===== src/rtl/command_credit_queue.sv =====
// Credit-gated command FIFO between a work element and the PSL command interface.
// Optional feature: define CREDIT_CHECK_EN to enable the sticky credit_error check.
module command_credit_queue #(
  parameter int DEPTH    = 8,
  parameter int CREDIT_W = 8
) (
  input  logic                      clock,
  input  logic                      reset_n,
  input  logic                      enabled,
  input  logic [CREDIT_W-1:0]       croom,
  input  logic                      in_valid,
  input  logic [12:0]               in_command,
  input  logic [7:0]                in_tag,
  input  logic [63:0]               in_address,
  input  logic [11:0]               in_size,
  output logic                      in_ready,
  output logic                      out_valid,
  output logic [12:0]               out_command,
  output logic [7:0]                out_tag,
  output logic [63:0]               out_address,
  output logic [11:0]               out_size,
  output logic                      out_command_parity,
  output logic                      out_tag_parity,
  output logic                      out_address_parity,
  input  logic                      response_valid,
  input  logic [8:0]                response_credits,
  output logic [CREDIT_W-1:0]       credits,
  output logic [$clog2(DEPTH):0]    fifo_count,
  output logic                      overflow,
  output logic                      credit_error
);

  localparam int AW = $clog2(DEPTH);
  localparam int SW = ((CREDIT_W > 9) ? CREDIT_W : 9) + 2;
  localparam logic [AW:0] FULL_COUNT = (AW+1)'(DEPTH);
  localparam logic signed [SW-1:0] CREDIT_MAX = SW'((1 << CREDIT_W) - 1);

  typedef enum logic [1:0] {IDLE, LOAD, RUN, HALT} state_t;

  typedef struct packed {
    logic [12:0] command;
    logic [7:0]  tag;
    logic [63:0] address;
    logic [11:0] size;
  } cmd_t;

  state_t            state;
  cmd_t              mem [DEPTH];
  cmd_t              in_cmd;
  cmd_t              head;
  logic [AW-1:0]     wr_ptr;
  logic [AW-1:0]     rd_ptr;
  logic [AW:0]       count;
  logic              full;
  logic              empty;
  logic              push;
  logic              pop;
  logic              can_issue;
  logic signed [SW-1:0] held_s;
  logic signed [SW-1:0] issue_s;
  logic signed [SW-1:0] resp_s;
  logic signed [SW-1:0] credit_sum;
  logic [CREDIT_W-1:0]  credit_next;

  assign in_cmd    = '{command: in_command, tag: in_tag, address: in_address, size: in_size};
  assign full      = (count == FULL_COUNT);
  assign empty     = (count == '0);
  assign in_ready  = !full;
  assign push      = in_valid && !full;
  // Issue is gated by enabled too, so nothing pops on the edge that leaves RUN.
  assign can_issue = (state == RUN) && enabled && (credits != '0);
  // An empty FIFO forwards the incoming command on the push edge for one-cycle latency.
  assign pop       = can_issue && (!empty || push);
  assign head      = empty ? in_cmd : mem[rd_ptr];

  always_comb begin
    held_s     = {{(SW-CREDIT_W){1'b0}}, credits};
    issue_s    = {{(SW-1){1'b0}}, pop};
    resp_s     = '0;
    if (response_valid) resp_s = {{(SW-9){response_credits[8]}}, response_credits};
    credit_sum = held_s - issue_s + resp_s;
    if (credit_sum[SW-1])            credit_next = '0;
    else if (credit_sum > CREDIT_MAX) credit_next = '1;
    else                             credit_next = credit_sum[CREDIT_W-1:0];
  end

  // NOTE: storage has no reset; validity is tracked by count/pointers, which are reset.
  always_ff @(posedge clock) begin
    if (push) mem[wr_ptr] <= in_cmd;
  end

  always_ff @(posedge clock) begin
    if (!reset_n) begin
      state       <= IDLE;
      wr_ptr      <= '0;
      rd_ptr      <= '0;
      count       <= '0;
      credits     <= '0;
      overflow    <= 1'b0;
      out_valid   <= 1'b0;
      out_command <= '0;
      out_tag     <= '0;
      out_address <= '0;
      out_size    <= '0;
    end else begin
      case (state)
        IDLE:    if (enabled) state <= LOAD;
        LOAD:    state <= RUN;
        RUN:     if (!enabled) state <= HALT;
        HALT:    if (enabled) state <= RUN;
        default: state <= IDLE;
      endcase

      credits <= (state == LOAD) ? croom : credit_next;

      if (in_valid && full) overflow <= 1'b1;
      if (push) wr_ptr <= wr_ptr + AW'(1);
      if (pop)  rd_ptr <= rd_ptr + AW'(1);
      case ({push, pop})
        2'b10:   count <= count + (AW+1)'(1);
        2'b01:   count <= count - (AW+1)'(1);
        default: count <= count;
      endcase

      out_valid <= pop;
      if (pop) begin
        out_command <= head.command;
        out_tag     <= head.tag;
        out_address <= head.address;
        out_size    <= head.size;
      end
    end
  end

`ifdef CREDIT_CHECK_EN
  logic [CREDIT_W-1:0]  loaded_croom;
  logic signed [SW-1:0] loaded_s;

  assign loaded_s = {{(SW-CREDIT_W){1'b0}}, loaded_croom};

  always_ff @(posedge clock) begin
    if (!reset_n) begin
      loaded_croom <= '0;
      credit_error <= 1'b0;
    end else if (state == LOAD) begin
      loaded_croom <= croom;
    end else if (credit_sum[SW-1] || (credit_sum > loaded_s)) begin
      credit_error <= 1'b1;
    end
  end
`else
  assign credit_error = 1'b0;
`endif

  assign fifo_count         = count;
  assign out_command_parity = ~^out_command;
  assign out_tag_parity     = ~^out_tag;
  assign out_address_parity = ~^out_address;

endmodule


===== config.mk =====
export PLATFORM = sky130hd
export DESIGN_NAME = command_credit_queue
export DESIGN_NICKNAME = d
export VERILOG_FILES = /design/src/rtl/command_credit_queue.sv
export SDC_FILE = /design/constraint.sdc
export NUM_CORES = 1
export LEC_CHECK = 0
export BUFFER_PORTS_ARGS = -buffer_cell sky130_fd_sc_hd__clkbuf_2
export CORE_MARGIN = 1.5
export CORE_UTILIZATION = 30
export CTS_CLUSTER_SIZE = 12
export DETAILED_ROUTE_END_ITERATION = 12
export PLACE_DENSITY_LB_ADDON = 0.3
export SLEW_MARGIN = 20
export SYNTH_ARGS = -nofsm -noshare
export SYNTH_HDL_FRONTEND = slang
export SYNTH_SLANG_ARGS = --single-unit

===== constraint.sdc =====
create_clock -name clock -period 8.1 [get_ports clock]
set_input_delay 0.405 -clock clock [delete_from_list [all_inputs] [get_ports clock]]
set_output_delay 0.405 -clock clock [all_outputs]
set_load 0.01 [all_outputs]

== Word-level counts from Yosys, hierarchy flattened ==
Memory sizes are Yosys's and may differ from the RTL's. A register that Yosys moved wholly into a read port is not among the register bits.
Index checks and enable logic that the tools add are counted.

* Register bits: 119
* Memory bits (writable): 776
* Input port bits: 119
* Output and inout port bits: 116
* Logic and storage cells: 58
* Memories kept: 1

{| class="wikitable"
|+ Memories
! memory !! depth !! bits a word !! read ports !! clocked after Yosys merged registers in !! wr ports !! line !! text
|-
| mem || 8 || 97 || 1 || 1 || 1 || 48 || <nowiki>cmd_t mem [DEPTH];</nowiki>
|}

* Add/sub/neg operators: 6
* Magnitude comparators: 1
* Eq/ne operators: 9
* Muxes and demuxes: 14
* Reductions and logical operators: 16

{| class="wikitable"
|+ Operators with widths
! kind !! number
|-
| 97-bit two-way mux || 1
|-
| 64-bit XNOR reduction || 1
|-
| 8-bit two-way mux || 3
|-
| 13-bit XNOR reduction || 1
|-
| 9-bit by 11-bit adder with 11-bit output || 1
|-
| 11-bit by 9-bit greater-than comparator with 1-bit output (second input constant) || 1
|-
| 11-bit two-way mux || 1
|-
| 8-bit by 1-bit subtractor with 9-bit output || 1
|-
| 2-bit one-hot mux with 4 select lines || 1
|-
| 4-bit one-hot mux with 2 select lines || 1
|-
| 8-bit nonzero test || 1
|-
| 8-bit XNOR reduction || 1
|-
| 3-bit by 1-bit adder with 3-bit output (second input constant) || 2
|-
| 2-bit equality test (second input constant) || 3
|-
| 2-bit two-way mux || 3
|-
| 3-bit two-way mux || 2
|-
| 2-bit != test (second input constant) || 3
|-
| 1-bit logical AND || 5
|-
| 4-bit by 1-bit adder with 4-bit output (second input constant) || 1
|-
| 2-bit by 1-bit equality test with 1-bit output (second input constant) || 2
|-
| 4-bit equality test (second input constant) || 1
|-
| 4-bit logical NOT || 1
|-
| 4-bit by 1-bit subtractor with 4-bit output (second input constant) || 1
|-
| 3-bit AND reduction || 1
|-
| 5 further kinds || 7
|}

== Longest topological paths before layout ==
Gate-level depths: netlist of the first run.

* Word-level depth: 11
* Depth in mapped cells: 18
* Depth with buffers taken out: 18

== Worst setup path before layout of the first run ==
No wires, ideal clock.

* Kind: register -> register
* Start point: reg count[0], in the netlist fifo_count[0]
* End point: mem mem[0][0] (netlist bit) (enable)
* Setup time: 672 ps
* Arrival: 7,725 ps
* Data required time: 7,428 ps
* Slack: -297 ps
* Cell stages (with the launch flop): 6
* Buffers on the path: 0
* Period minus slack after synthesis: 8,397 ps
* Path through: dfxtp_1 -> nor3_1 -> nand2_1 -> nand2_1 -> or2_2 -> nor3_1

* Word-level cells in the longest chain between the ends: 5

{| class="wikitable"
|+ RTL lines
! item !! line !! text
|-
| start, declared || 53 || <nowiki>logic [AW:0] count;</nowiki>
|-
| start signal, assigned || 120 || <nowiki>2'b10: count <= count + (AW+1)'(1);</nowiki>
|-
| start signal, assigned || 121 || <nowiki>2'b01: count <= count - (AW+1)'(1);</nowiki>
|-
| start signal, assigned || 122 || <nowiki>default: count <= count;</nowiki>
|-
| 4-bit equality test || 66 || <nowiki>assign full = (count == FULL_COUNT);</nowiki>
|-
| 1-bit logical NOT || - ||
|-
| via in_ready || 16 || <nowiki>output logic in_ready,</nowiki>
|-
| 1-bit logical AND || 69 || <nowiki>assign push = in_valid && !full;</nowiki>
|-
| 1-bit two-way mux || 89 || <nowiki>if (push) mem[wr_ptr] <= in_cmd;</nowiki>
|-
| 1-bit two-way mux (not written as such) || 89 ||
|-
| end, declared || 48 ||
|}

The timed path passes the listed nets, and every way through them passes these cells.

== Worst setup path in the final report of the first run ==
* Start point: reg count[0], in the netlist fifo_count[0]
* End point: reg credits[5]

* Word-level cells in the longest chain between the ends: 11
* Elaborated cells between the ends (all ways): 13
* Classes of those cells: add/sub (2); order compare (1); eq/ne (1); mux (3); reduce/logical (6)

{| class="wikitable"
|+ RTL lines
! item !! line !! text
|-
| 4-bit equality test || 66 ||
|-
| 1-bit logical NOT || 69 ||
|-
| 1-bit logical AND || 69 ||
|-
| 1-bit logical OR (*) || 73 || <nowiki>assign pop = can_issue && (!empty || push);</nowiki>
|-
| 1-bit logical AND (*) || 73 ||
|-
| via pop || 57 || <nowiki>logic pop;</nowiki>
|-
| 8-bit by 1-bit subtractor with 9-bit output (*) || 81 || <nowiki>credit_sum = held_s - issue_s + resp_s;</nowiki>
|-
| 9-bit by 11-bit adder with 11-bit output (*) || 81 ||
|-
| 11-bit by 9-bit greater-than comparator with 1-bit output || 83 || <nowiki>else if (credit_sum > CREDIT_MAX) credit_next = '1;</nowiki>
|-
| 8-bit two-way mux || 83 ||
|-
| 8-bit two-way mux (*) || 82 || <nowiki>if (credit_sum[SW-1]) credit_next = '0;</nowiki>
|-
| 8-bit two-way mux (*) || 114 || <nowiki>credits <= (state == LOAD) ? croom : credit_next;</nowiki>
|-
| end signal, assigned || 114 ||
|-
| end, declared || 27 || <nowiki>output logic [CREDIT_W-1:0] credits,</nowiki>
|}

Mark *: on every way through the listed nets, which the timed path passes. The rest lies on a longest branch.
A chain may end at the register's enable or synchronous reset.

==> metrics.cfg, run 1 <==
[run_status]
status = complete, no violations

[worst_setup_path]
r2r_cells = 16
cp-end-kind = register
setup.worst_path.class = register to register
worstReg2RegEnd = credits[5]
reg2reg_from = fifo_count[0]
crit_path_start_kind = register
cp_max_fo = 128
r2r_slack_ns = 3.11
critical_path_arrival_ns = 5.51
crit_required_ns = 8.62

[routing]
viasPerCell = 4.844
vias = 18790
wl_mm = 88.72
drcViolationCount = 0
ant_nets = 0
drtPass1Iterations = 5
drtIter0Drc = 1199
routedWlPerCell_um = 22.88

[global_routing]
grt_pass1_wl_mm = 132.6
grt_usage_pct = 14.77
grt_max_degree = 129
antenna_found_initial = 13
grt_pass1_vias = 20070
gr-total-overflow = 0

[synthesis]
synth_edf_count = 776
synth-seq-area-share_pct = 72.47
synth_top_area_share_pct = 65.60
synth-seq-cells = 898
yosysWarnings = 0
avgSynthCellArea_um2 = 18.10
netlist_top_cells_area = edfxtp_1 66%, mux4_2 12%, dfxtp_1 6.9%, mux2i_1 2.8%, nor2_1 2.4%
yosysTopAreaCell = edfxtp_1
async_flop_share_pct = 0
ys.flop_type = edfxtp_1
synthCells = 1963
synthesis.area_um2 = 35520
synth_nets = 2100
synth.distinct_cells = 42

[floorplanning]
rows = 126
die_w_um = 347.1
dieArea_um2 = 120500
initial_core_util_pct = 30.17
pin_count = 235
core_area_um2 = 117800
dieHeight_um = 347.1

[timing]
finalSetupTns_ns = 0
rsz0062_at_grt = no
skew_ns = 0.02492
setup_viol = 0
min_period_over_period_pct = 61.62
max_slew.worst_pin.slew_ns = 1.013
layout_setup_ws_ns = 3.109
max_clock_freq_mhz = 200.4
hold_viol_final = 0
period_needed_ns = 4.991
hold_slack_ns = 0.04710
maxSlewHeadroom_pct = 32.47
slew_violations = 0

[flow_run]
drv_cap = 0

[clock_tree]
root_buffer = clkbuf_16
postCtsHoldBufs = 53
numClockSinks = 898
h-tree-depth = 3
cts_tree = done
clkLatencyLatePin_ns = 0.68
cts_buffers = 98
postCtsSetupBuffers = 0
clk_pin_slew_ns = 0.06
cts_resized = 0
cts_buffer_depth = 3

[placement]
place_hpwl_mm = 45.56
place.gp.congestion = 0.7790
place_inst = 3639
port_buffers = 233
dp_slack_ns = 3.031

[layout]
final_cells = 3878
layout_common_cells = 776 x edfxtp_1, 233 x clkbuf_2, 217 x nor2_1
drive_above_1_share_pct = 26.11
syn2layout_area_growth_pct = 19.04
nNetsFinal = 2393
layout_commonest_cell = edfxtp_1
fill_cells = 10990

[hold_path]
min-delay-path-class = primary input to register
holdPathEnd = mem[2][34]
hold_path_depth = 1
min-delay-start = in_address[22]

[pwr]
ir_drop_v = 0.0001692
p_total_uw = 10600
power_density_nw_per_um2 = 250.6
leakage_uw = 0.01361

## metal layers
layer	share of wire, %	routed length (um)	GRT usage (%)	up-vias
met5	0.078	69	0	-
met4	2.9	2537	4.834	10
met3	5.0	4443	3.054	178
met2	50	43970	25.02	438
met1	42	37700	18.84	9766
li1	-	-	-	8394
## metrics by stage
step / instance area (um2) / utilization [%]
2_1_floorplan: 35530 / -
5_1_grt: 42290 / 35.91
3_5_place_dp: 38450 / 32.65
3_3_place_gp: 38450 / 32.65
6_report: 42290 / 35.91
4_1_cts: 42280 / 35.90
## sequential cells by signal, summed over array words and instances (netlist names), named ones only
| name | cells |
|---|---|
| out_valid | 1 |
| state | 2 |
| wr_ptr | 3 |
| out_address | 64 |
| overflow | 1 |
| fifo_count | 4 |
| out_tag | 8 |
| out_command | 13 |
| mem | 776 |
| rd_ptr | 3 |
| credits | 8 |
| out_size | 12 |
## critical path, stage by stage, from the launching register on
cell and delay [ns]:
dfxtp_1 0.35, nor3_1 0.49, nand2b_4 0.50, o2111ai_4 0.40
buf_12 0.54, inv_1 0.23, ha_1 0.27, ha_1 0.21
xor2_1 0.15, ha_1 0.32, nor2b_1 0.14, o21ai_0 0.19
nand2b_1 0.16, a21o_1 0.28, o31a_1 0.34, a22oi_1 0.18
a21oi_1 0.09
## worst max path at each step
stage	startpoint	endpoint	slack, ns
after floorplan	fifo_count[0]	mem[4][0]	2.31
after global placement	fifo_count[0]	credits[7]	3.22
after detailed placement	fifo_count[0]	credits[5]	3.03
after CTS	fifo_count[0]	credits[5]	3.01
after global routing	fifo_count[0]	credits[0]	2.54
final	fifo_count[0]	credits[5]	3.11
## cell type report
cell class	count	area, um2	area share, %
sequential	898	25760	60.91
multi-input combinational	937	9260	21.90
clock buffer	149	2929	6.926
timing repair buffer	306	1988	4.701
tap	1536	1922	4.545
clock inverter	35	369.1	0.8728
inverter	15	58.81	0.1391
antenna	2	5.005	0.01184
## kinds of logic (layout without fill, tap and decap cells)
kind of cell	Yosys count	in the layout	share of synthesized area, %
simple gates	279	279	3.233
fa+ha+maj	18	18	0.6762
compound gates	246	246	4.353
buf+inv	128	505	1.705
flops	898	898	72.47
mux	292	292	15.06
other cells	1	3	0.01056
xor+xnor	101	101	2.490
## Yosys cell counts, types with 2 or more instances
cell type    n
ha_1        16
nand3_1      6
inv_1       14
nor4_1       2
dfxtp_1    122
edfxtp_1   776
o22ai_1      2
nor2_1     223
and2_1      13
mux4_2     194
or3_1        3
nor3_1       4
mux2i_1     98
fa_1         2
a21o_1       8
a21oi_1    115
buf_2       37
clkbuf_1    53
buf_1        9
nand2_1     14
a31oi_1      3
xor2_1      23
buf_6        7
a211oi_1   101
o21ai_0      8
nand2b_1     8
o2111ai_1    2
xnor2_1     78
nor2b_1      3
buf_4        7
## power breakdown
part	leakage, uW	internal, uW	switching [uW]
clock	0.00162	2680	1820
combinational	0.00396	338	551
sequential	0.00804	5140	62.8
total	0.0136	8160	2440
No activity file was read; power rests on OpenSTA's default activity.
==> inputs of run 2 (changes only) <==
==> constraint.sdc (replaced) <==
create_clock -name clock -period 4 [get_ports clock]
set_input_delay 0.2 -clock clock [delete_from_list [all_inputs] [get_ports clock]]
set_output_delay 0.2 -clock clock [all_outputs]
set_load 0.01 [all_outputs]
==> metrics.cfg, run 2 (synthesis results as in run 1) <==
[run_status]
status = complete, no violations

[placement]
place.gp.congestion = 0.7817
dp_slack_ns = 0.1917
port_buffers = 233
place_inst = 3657
place_hpwl_mm = 48.91

[timing]
hold_viol_final = 0
max_clock_freq_mhz = 267.5
finalSetupTns_ns = 0
skew_ns = 0.04721
slew_violations = 0
maxSlewHeadroom_pct = 35.27
layout_setup_ws_ns = 0.2618
hold_slack_ns = 0.1614
setup_viol = 0
min_period_over_period_pct = 93.46
period_needed_ns = 3.738
max_slew.worst_pin.slew_ns = 0.9709

[worst_setup_path]
cp-end-kind = register
crit_path_start_kind = register
setup.worst_path.class = register to register
critical_path_arrival_ns = 4.28
crit_required_ns = 4.54
cp_max_fo = 4

[pwr]
power_frac_comb_pct = 8.8
leakage_uw = 0.01394
seqPwrFrac_pct = 49.1
ir_drop_v = 0.0003244
p_total_uw = 21460
power_density_nw_per_um2 = 497.9
switching_share_pct = 23.64
p_sw_uw = 5073
clkPwrFrac_pct = 42.1
intPower_uw = 16390

[clock_tree]
h-tree-depth = 3
numClockSinks = 898
cts_tree = done
clkLatencyLatePin_ns = 0.69
root_buffer = clkbuf_16
clk_pin_slew_ns = 0.07
cts_buffer_depth = 3
cts_buffers = 98

[layout]
nNetsFinal = 2467
layout_common_cells = 776 x edfxtp_1, 233 x clkbuf_2, 217 x nor2_1
drive_above_1_share_pct = 26.13
final_cells = 3952
layout_commonest_cell = edfxtp_1
syn2layout_area_growth_pct = 21.34
top_register = mem
largest_reg_flops = 776
top_regs = mem (776), out_address (64), out_command (13)

[routing]
vias = 18970
drtIter0Drc = 1286
routedWlPerCell_um = 22.67
viasPerCell = 4.800
drtPass1Iterations = 5
wl_mm = 89.60
drcViolationCount = 0
ant_nets = 0

[global_routing]
grt_pass1_vias = 20390
grt_usage_pct = 14.86
grt_max_degree = 77
grt_pass1_wl_mm = 133.5
gr-total-overflow = 0
antenna_found_initial = 7

[floorplanning]
rows = 126
core_area_um2 = 117800
initial_core_util_pct = 30.17
dieArea_um2 = 120500
pin_count = 235
die_w_um = 347.1
dieHeight_um = 347.1

[flow_run]
drv_cap = 0

[hold_path]
min-delay-path-class = primary input to register

-- run 2: changes by cell type in the layout (fill, tap and decap cells not counted), sizes merged --
cell / previous run / this run
diode: 2 / 1
inv: 15 / 19
buf: 20 / 39
dlygate4sd3: 53 / 108
clkinvlp: 1 / 4
clkbuf: 382 / 376
-- run 2: metal layers --
metal / track usage (%) / up-vias / wire length (um)
met4: 4.323 / 6 / 1989
met3: 2.689 / 139 / 3819
met2: 25.64 / 400 / 45240
met1: 19.03 / 9892 / 38510
li1: - / 8532 / -
met5: 0 / - / 35
-- run 2: worst max-delay path, stage by stage (launching register included) --
cell and delay, ns:
dfxtp_1 0.36, or4_4 0.58, nor3_2 0.13, nand3_1 0.14
o2111ai_4 0.11, inv_1 0.12, ha_1 0.21, ha_1 0.32
inv_1 0.05, ha_1 0.26, a21o_1 0.18, a21o_1 0.22
a21o_1 0.21, a31o_2 0.25, a21oi_1 0.20, xor2_1 0.17
a31oi_1 0.09
-- run 2: path summary, 6_finish.rpt --
check	slack (ns)	to	cells after the start	from
setup / recovery	0.26	credits[7]	16	credits[4]
hold / removal	0.16	credits[1]	4	response_credits[1]
setup reg to reg	0.26	credits[7]	16	credits[4]
hold reg to reg	0.49	overflow	2	overflow
-- run 2: final cells by class --
type                            instances  area [um2]
Timing Repair Buffer                  380        2828
Clock buffer                          143        2771
Fill cell                           10900       74660
Tap cell                             1536        1922
Sequential cell                       898       25760
Antenna cell                            1       2.502
Clock inverter                         42       484.2
Inverter                               15       61.31
Multi-Input combinational cell        937        9280
-- run 2: metrics by stage --
step / utilization [%] / instance area, um2
after floorplan: - / 35540
final: 36.60 / 43110
after CTS: 36.58 / 43080
after global placement: 32.89 / 38740
after detailed placement: 32.89 / 38740
after global routing: 36.60 / 43110
-- run 2: repair_timing --
action                     4_1_cts  5_1_grt
buffers inserted                 0        1
setup endpoints to repair        0        8
hold endpoints to repair       823        0
gates resized for setup          0        5
hold buffers                   108        0
-- run 2: power groups by stage --
stage | sequential [uW] | combinational (uW) | clock (uW)
6_report | 10500 | 1900 | 9030
5_1_grt | 10600 | 2080 | 9640
4_1_cts | 10500 | 1920 | 9310
3_5_place_dp | 10700 | 1820 | 0
3_3_place_gp | 10700 | 1790 | 0
2_1_floorplan | 10700 | 1110 | 0
==> inputs of run 3 (changes only) <==
--- a/config.mk
+++ b/config.mk
@@ -10,7 +10,7 @@
 export CORE_UTILIZATION = 30
 export CTS_CLUSTER_SIZE = 12
 export DETAILED_ROUTE_END_ITERATION = 12
-export PLACE_DENSITY_LB_ADDON = 0.3
+export PLACE_DENSITY_LB_ADDON = 0.15
 export SLEW_MARGIN = 20
 export SYNTH_ARGS = -nofsm -noshare
 export SYNTH_HDL_FRONTEND = slang
==> metrics.cfg, run 3 (synthesis results as in run 1) <==
[floorplanning]
rows = 126
die_w_um = 347.1
pin_count = 235
dieArea_um2 = 120500
core_area_um2 = 117800
dieHeight_um = 347.1
initial_core_util_pct = 30.17

[worst_setup_path]
cp_slowest_cell = or4_4
cp_common_cell = ha_1
setup.worst_path.class = register to register
crit_chain = or4_4 -> nor3_4 -> nand3_1 -> o2111ai_4 -> inv_2 -> ha_1 -> ha_1 -> inv_1 -> nor2_1 -> xor2_1 -> ha_2 -> buf_4 -> o2111ai_1 -> o21ai_0 -> nand2_1 -> o22ai_1 -> a211oi_1
reg2reg_from = credits[4]
max_stage_delay_ns = 0.60
crit_required_ns = 4.54
crit_path_start_kind = register
cp-end-kind = register
critPathTopFamily = simple AND/OR/NAND/NOR gates
r2r_cells = 17
cp_max_fo = 4
critical_path_arrival_ns = 4.35
cp_num_buf_inv = 3
r2r_slack_ns = 0.20
worstReg2RegEnd = credits[0]

[global_routing]
grt_pass1_vias = 20140
grt_usage_pct = 15.59
grt_max_degree = 148
grt_pass1_wl_mm = 138.2
gr-total-overflow = 0
antenna_found_initial = 7

[pwr]
p_sw_uw = 5033
power_frac_comb_pct = 8.8
switching_share_pct = 23.18
leakage_uw = 0.01400
power_density_nw_per_um2 = 502.6
ir_drop_v = 0.0003557
seqPwrFrac_pct = 48.5
intPower_uw = 16680
clkPwrFrac_pct = 42.7

[hold_path]
min-delay-path-class = primary input to register
min-delay-start = response_credits[1]
holdPathEnd = credits[1]
hold_path_depth = 4

[flow_run]
drv_cap = 0

[clock_tree]
numClockSinks = 898
cts_buffer_depth = 3
h-tree-depth = 3
clk_pin_slew_ns = 0.06
clkLatencyLatePin_ns = 0.68
root_buffer = clkbuf_16
cts_buffers = 103
cts_tree = done

[routing]
viasPerCell = 4.769
drtPass1Iterations = 5
vias = 18900
routedWlPerCell_um = 23.52
drtIter0Drc = 1073
wl_mm = 93.17
drcViolationCount = 0
ant_nets = 0

[layout]
regArea_um2 = 25760
nNetsFinal = 2475
drive_above_1_share_pct = 26.26
layout_common_cells = 776 x edfxtp_1, 233 x clkbuf_2, 217 x nor2_1
top_register = mem
top_regs = mem (776), out_address (64), out_command (13)
syn2layout_area_growth_pct = 21.63
fin_area_um2 = 43210
largest_reg_flops = 776
multi_input_area_um2 = 9284
fin_util_pct = 36.69
fill_cells = 11010
layout_commonest_cell = edfxtp_1
antennaDiodeCount = 0

[placement]
place.gp.congestion = 0.7791
placed_area_um2 = 38760
port_buffers = 233
dp_slack_ns = 0.1385
place_hpwl_mm = 50.35

[timing]
slew_violations = 0
max_slew.worst_pin.slew_ns = 1.041
min_period_over_period_pct = 95.09
skew_ns = 0.02712
period_needed_ns = 3.804
max_clock_freq_mhz = 262.9
setup_viol = 0
layout_setup_ws_ns = 0.1962
hold_viol_final = 0
maxSlewHeadroom_pct = 30.57

[run_status]
status = complete, no violations

[run 3: changes by cell type in the layout (fill, tap and decap cells not counted), sizes merged]
cell      before  now
clkbuf       376  388
clkinvlp       4    0
buf           39   42
bufinv         6    7
clkinv        28   27
diode          1    0
[run 3: area by class of cell]
class,count,share of cell area [%]
well taps,1536,4.448
clock inverters,38,0.8658
inverters,15,0.1419
multi-input cells,937,21.49
repair buffers,383,6.626
clock buffers,155,6.822
flip-flops and latches,898,59.61
[run 3: metal layers]
metal,vias to the layer above,wire [um],track usage (%)
li1,8549,-,-
met1,9833,39970,19.68
met2,347,47070,27.13
met3,154,3816,3.166
met4,12,2234,4.108
met5,-,71,0
[run 3: power groups by stage]
stage	combinational (uW)	sequential, uW	clock, uW
floorplan	1110	10700	0
global placement	1830	10700	0
detailed placement	1850	10700	0
CTS	1960	10500	9570
global route	2110	10600	9900
finish	1920	10500	9270
[run 3: tightest hold or removal path, stage by stage]
cell	delay, ns
clkbuf_2	0.08
nand2_1	0.15
fa_1	0.22
a211oi_1	0.07
[run 3: how the worst max path moves through the flow]
| stage | start | end | slack, ns | cells after the start |
|---|---|---|---|---|
| floorplan | fifo_count[0] | mem[7][0] | -1.52 | 4 |
| global placement | credits[4] | credits[3] | 0.16 | 16 |
| detailed placement | credits[4] | credits[7] | 0.14 | 16 |
| CTS | credits[4] | credits[6] | 0.05 | 16 |
| global route | credits[4] | credits[5] | -0.003 | 17 |
| finish | credits[4] | credits[0] | 0.20 | 17 |
[run 3: timing repair]
action	in CTS	in global routing
resized for setup	0	9
setup buffers	0	3
hold buffers	108	0
setup endpoints to repair	0	7
endpoints found under the hold margin	811	0
[run 3: per-stage QoR]
step                       TNS (ns)  cells  hold slack, ns  power, uW
after global placement            0   3658          0.4545      12550
after detailed placement          0   3658          0.4663      12580
after floorplan             -738.22   1963          0.2989      11840
after global routing      -0.002919   3962         0.09304      22560
final                             0   3962         0.09052      21710
after CTS                         0   3959         0.05417      22060
